[src/rtl/bit_serial_sequencer.sv]
// Bit-serial datapath control sequencer: one instruction per handshake, WORD_W LSB-first shift
// cycles, then a writeback/PC-increment cycle. Optional macro SEQ_EARLY_ACCEPT_EN enables accept in WB.
module bit_serial_sequencer #(
    parameter int WORD_W     = 8,
    parameter int OPC_W      = 3,
    parameter int ALU_FUNC_W = 3
) (
    input  logic                  i_clk,
    input  logic                  i_rst,
    input  logic                  i_instr_valid,
    output logic                  o_instr_ready,
    input  logic [OPC_W-1:0]      i_opcode,
    output logic [ALU_FUNC_W-1:0] o_alu_func,
    output logic                  o_shift,
    output logic                  o_carry_init,
    output logic                  o_last_bit,
    output logic                  o_write,
    output logic                  o_pc_incr,
    output logic                  o_halted,
    output logic                  o_illegal_op
);

    localparam int CNT_W = (WORD_W > 1) ? $clog2(WORD_W) : 1;
    localparam logic [CNT_W-1:0] CNT_LAST = CNT_W'(WORD_W - 1);

    localparam logic [OPC_W-1:0] OP_NOP  = OPC_W'(0);
    localparam logic [OPC_W-1:0] OP_ADD  = OPC_W'(1);
    localparam logic [OPC_W-1:0] OP_SUB  = OPC_W'(2);
    localparam logic [OPC_W-1:0] OP_AND  = OPC_W'(3);
    localparam logic [OPC_W-1:0] OP_OR   = OPC_W'(4);
    localparam logic [OPC_W-1:0] OP_XOR  = OPC_W'(5);
    localparam logic [OPC_W-1:0] OP_MOV  = OPC_W'(6);
    localparam logic [OPC_W-1:0] OP_HALT = OPC_W'(7);

    localparam logic [ALU_FUNC_W-1:0] F_RADD  = ALU_FUNC_W'(0);
    localparam logic [ALU_FUNC_W-1:0] F_RSUB  = ALU_FUNC_W'(1);
    localparam logic [ALU_FUNC_W-1:0] F_RAND  = ALU_FUNC_W'(2);
    localparam logic [ALU_FUNC_W-1:0] F_ROR   = ALU_FUNC_W'(3);
    localparam logic [ALU_FUNC_W-1:0] F_RXOR  = ALU_FUNC_W'(4);
    localparam logic [ALU_FUNC_W-1:0] F_RPASS = ALU_FUNC_W'(5);

`ifdef SEQ_EARLY_ACCEPT_EN
    localparam logic EARLY_ACCEPT = 1'b1;
`else
    localparam logic EARLY_ACCEPT = 1'b0;
`endif

    typedef enum logic [1:0] {
        S_IDLE,
        S_EXEC,
        S_WB,
        S_HALT
    } state_t;

    state_t           r_state;
    state_t           w_state_nxt;
    logic [OPC_W-1:0] r_op_q;
    logic [CNT_W-1:0] r_cnt;
    logic [CNT_W-1:0] w_cnt_nxt;
    logic             w_accept;

    // Any opcode bit above the low three marks an encoding outside the defined set.
    function automatic logic is_illegal(input logic [OPC_W-1:0] op);
        logic [OPC_W-1:0] hi;
        hi = op >> 3;
        return |hi;
    endfunction

    function automatic logic is_alu_op(input logic [OPC_W-1:0] op);
        return !is_illegal(op) && (op != OP_NOP) && (op != OP_HALT);
    endfunction

    function automatic state_t dispatch(input logic [OPC_W-1:0] op);
        state_t s;
        if (is_illegal(op) || (op == OP_NOP)) begin
            s = S_WB;
        end else if (op == OP_HALT) begin
            s = S_HALT;
        end else begin
            s = S_EXEC;
        end
        return s;
    endfunction

    function automatic logic [ALU_FUNC_W-1:0] func_for(input logic [OPC_W-1:0] op);
        logic [ALU_FUNC_W-1:0] f;
        case (op)
            OP_ADD:  f = F_RADD;
            OP_SUB:  f = F_RSUB;
            OP_AND:  f = F_RAND;
            OP_OR:   f = F_ROR;
            OP_XOR:  f = F_RXOR;
            OP_MOV:  f = F_RPASS;
            default: f = F_RADD;
        endcase
        return f;
    endfunction

    assign w_accept = i_instr_valid & o_instr_ready;

    always_ff @(posedge i_clk) begin
        if (i_rst) begin
            r_state <= S_IDLE;
            r_cnt   <= '0;
            r_op_q  <= OP_NOP;
        end else begin
            r_state <= w_state_nxt;
            r_cnt   <= w_cnt_nxt;
            if (w_accept) begin
                r_op_q <= i_opcode;
            end
        end
    end

    // Bit counter only advances in EXEC and wraps to 0 on the last serial bit.
    always_comb begin
        w_state_nxt = r_state;
        w_cnt_nxt   = '0;
        case (r_state)
            S_IDLE: begin
                if (w_accept) begin
                    w_state_nxt = dispatch(i_opcode);
                end
            end
            S_EXEC: begin
                if (r_cnt == CNT_LAST) begin
                    w_state_nxt = S_WB;
                end else begin
                    w_cnt_nxt = r_cnt + 1'b1;
                end
            end
            S_WB: begin
                if (EARLY_ACCEPT && w_accept) begin
                    w_state_nxt = dispatch(i_opcode);
                end else begin
                    w_state_nxt = S_IDLE;
                end
            end
            S_HALT: begin
                w_state_nxt = S_HALT;
            end
            default: begin
                w_state_nxt = S_IDLE;
            end
        endcase
    end

    // Outputs depend only on registered state so fetch timing never reaches the datapath controls.
    always_comb begin
        o_instr_ready = 1'b0;
        o_alu_func    = F_RADD;
        o_shift       = 1'b0;
        o_carry_init  = 1'b0;
        o_last_bit    = 1'b0;
        o_write       = 1'b0;
        o_pc_incr     = 1'b0;
        o_halted      = 1'b0;
        o_illegal_op  = 1'b0;
        case (r_state)
            S_IDLE: begin
                o_instr_ready = 1'b1;
            end
            S_EXEC: begin
                o_shift      = 1'b1;
                o_alu_func   = func_for(r_op_q);
                o_carry_init = (r_cnt == '0) && (r_op_q == OP_SUB);
                o_last_bit   = (r_cnt == CNT_LAST);
            end
            S_WB: begin
                o_instr_ready = EARLY_ACCEPT;
                o_pc_incr     = 1'b1;
                o_write       = is_alu_op(r_op_q);
                o_illegal_op  = is_illegal(r_op_q);
            end
            S_HALT: begin
                o_halted = 1'b1;
            end
            default: begin
                o_instr_ready = 1'b0;
            end
        endcase
    end

endmodule

[config.mk]
export PLATFORM = sky130hd
export DESIGN_NAME = bit_serial_sequencer
export DESIGN_NICKNAME = d
export VERILOG_FILES = /design/src/rtl/bit_serial_sequencer.sv
export SDC_FILE = /design/constraint.sdc
export NUM_CORES = 1
export LEC_CHECK = 0
export ABC_AREA = 1
export CORE_MARGIN = 10
export CORE_UTILIZATION = 30
export CTS_CLUSTER_SIZE = 30
export DETAILED_ROUTE_END_ITERATION = 8
export HOLD_SLACK_MARGIN = 0.06
export PLACE_DENSITY = 0.59
export SETUP_SLACK_MARGIN = 0.1
export SLEW_MARGIN = 20
export SYNTH_ARGS = -nofsm -noshare
export SYNTH_HDL_FRONTEND = slang
export SYNTH_SLANG_ARGS = --single-unit
[constraint.sdc]
create_clock -name i_clk -period 1.37 [get_ports i_clk]
set_input_delay 0.274 -clock i_clk [delete_from_list [all_inputs] [get_ports i_clk]]
set_output_delay 0.274 -clock i_clk [all_outputs]
set_load 0.03 [all_outputs]
==> results.toml <==
[status]
outcome = "finished with violations"
violations = "setup timing"

[worst_setup_path]
arrival_ns = 1.27
cp.required_ns = 1.10
critPathKind = "register to output pin"
crit_path_start_kind = "register"
endpoint_kind = "output pin"
critPathMaxFanout = 6
reg2reg_depth = 7

[layout]
fill_cells = 134
syn_to_final_growth_pct = 90.7
finalNetCount = 123
multi_input_area_um2 = 338
seq_area_um2 = 168
drive_gt1_share_pct = 55.4
antennaDiodeCount = 0

[clock_network]
cts_buffers = 3
htreeDepth = 1
cts_tree = "done"
worst_skew_pair.late_latency_ns = 0.26
clock_path_buffers = 2
cts_hold_buf = 0
cts-root-buf = "clkbuf_4"
numClockSinks = 8
clk_pin_slew_ns = 0.06

[synth]
ys_ff_latch = 8
mappedNetlistArea_um2 = 487
yosysWarnings = 0
yosysTopAreaCellShare_pct = 32.9
syn-num-nets = 84
syn_area_per_cell_um2 = 6.49
syn_inst = 75
yosysTopAreaCell = "dfxtp_1"
ys_top_cells_by_area = "dfxtp_1, nor2_1, nand2_1"
ys_seq_area_share_pct = 32.9
ys_types = 16

[pwr]
ir_drop_mv = 1.12
p_leak_nw = 0.449
power_density_nw_per_um2 = 1820
total_power_mw = 1.69

[grt]
grt_use_total_pct = 8.01
grt_pass1_vias = 521
grt_max_degree = 7
antenna_found_initial = 0
grt_pass1_wl_um = 2140
grt-ovfl-total = 0

[sta]
rsz0062_at_grt = "true"
fin_crit_sh_pct = 113
max_freq_ghz = 0.647
setup_viol = 8
setup_ws_ns = -0.177
timing.hold.ws_ns = 0.415
slew_viol_final = 0
clock-skew-final_ns = 0.0121
min_period_ns = 1.55
hold_viol_final = 0
tns_ns = -0.940

[floorplan]
dieWidth_um = 60.3
start_util_pct = 31.9
core_um2 = 1520
row_count = 14
dieHeight_um = 60.3
die_area_um2 = 3630
ioPinCount = 17

[detailed_routing]
avgRoutedWirePerCell_um = 10.4
drtAntennaViolNets = 0
routed.top_layer = "met4"
viasPerCell = 4.41
drt-total-wl_um = 1330
wl_met3_um = 104
drc = 0
first_iter_violations = 15
wl_met1_um = 581
dr_total_vias = 565
wl_met2_um = 618
dr.pass1.iters = 4

[place]
port_buffers = 15
post-dp-hpwl_um = 1060
gp_congestion = 0.804

[worst_hold_path]
hold_path_depth = 1
hold_class = "register to register"

[job]
drv_cap = 0
[routing by layer]
| layer | track usage [%] | vias to the layer above |
|---|---|---|
| met2 | 12.6 | 21 |
| met5 | 0 | - |
| met3 | 3.18 | 2 |
| li1 | - | 299 |
| met4 | 6.73 | 0 |
| met1 | 8.06 | 243 |
[registers in the layout, indices dropped and copies added, names as in the netlist]
| name | cells |
|---|---|
| r_cnt | 3 |
| r_op_q | 3 |
| r_state | 2 |
[worst max-delay path, stage by stage, from the launching register on]
cell and delay [ns]:
dfxtp_2 0.34, inv_2 0.04, buf_6 0.11, nor2_4 0.17, nand2_1 0.12, nor2_4 0.08, buf_4 0.16
[final timing paths]
check,startpoint,endpoint,slack (ns)
setup / recovery,r_state[0]$_SDFFE_PP0P_,o_alu_func[2],-0.18
hold / removal,r_cnt[0]$_SDFF_PP0_,r_cnt[0]$_SDFF_PP0_,0.42
setup reg to reg,r_state[1]$_SDFFE_PP0P_,r_op_q[0]$_SDFFE_PP0P_,0.18
hold reg to reg,r_cnt[0]$_SDFF_PP0_,r_cnt[0]$_SDFF_PP0_,0.42
[power breakdown]
group	switching, mW	leakage [nW]	total, mW	internal [mW]
logic	0.593	0.368	1.14	0.549
registers	0.0533	0.0677	0.356	0.302
clock network	0.0868	0.0138	0.188	0.101
total	0.733	0.449	1.69	0.952
[stage by stage]
stage	std cells	util, %	setup WS (ns)	area, um^2
after floorplan	75	-	0.0226	536
after global placement	118	50.7	-0.242	773
after detailed placement	118	50.7	-0.254	773
after CTS	124	56.5	-0.174	861
after global routing	128	60.9	-0.267	928
final	128	60.9	-0.177	928
[synthesized netlist by cell type]
cell type,number
nand2_1,15
buf_4,1
o21ai_0,5
inv_2,2
ha_1,3
nor3_2,1
inv_1,13
or2_1,1
nand3_1,3
nand4_1,1
dfxtp_1,8
conb_1,1
nor2_1,16
nand3_2,1
a21oi_1,2
nor2_4,2
[what timing repair did]
item	in CTS	in global routing
resized for setup	23	14
pin swaps	5	3
cloned	0	0
endpoints found under the setup margin	10	10
setup buffers	3	4
[logic make-up after synthesis]
logic type,count (synthesis),synth area share (%)
AND/OR/NAND/NOR,40,38.3
flip-flops,8,32.9
buffers and inverters,16,13.1
adder cells (fa/ha/maj),3,7.71
AO/OA/AOI/OAI,7,7.20
other,1,0.770
[placed cells by master (no fill, tap or decap), drive strengths merged]
cell            n
nand4           1
a21oi           2
buf            30
inv            15
conb            1
or2             1
ha              3
nand3           4
clkbuf          3
nor3            1
nand2          15
clkdlybuf4s50   5
dfxtp           8
o21ai           5
nor2           18
[cell type report]
| cell class | instances | area share (%) |
|---|---|---|
| Multi-Input combinational cell | 51 | 36.4 |
| Timing Repair Buffer | 35 | 34.9 |
| Sequential cell | 8 | 18.1 |
| Inverter | 15 | 6.06 |
| Clock buffer | 3 | 2.43 |
| Tap cell | 16 | 2.16 |
No activity file was read; power rests on OpenSTA's default activity.
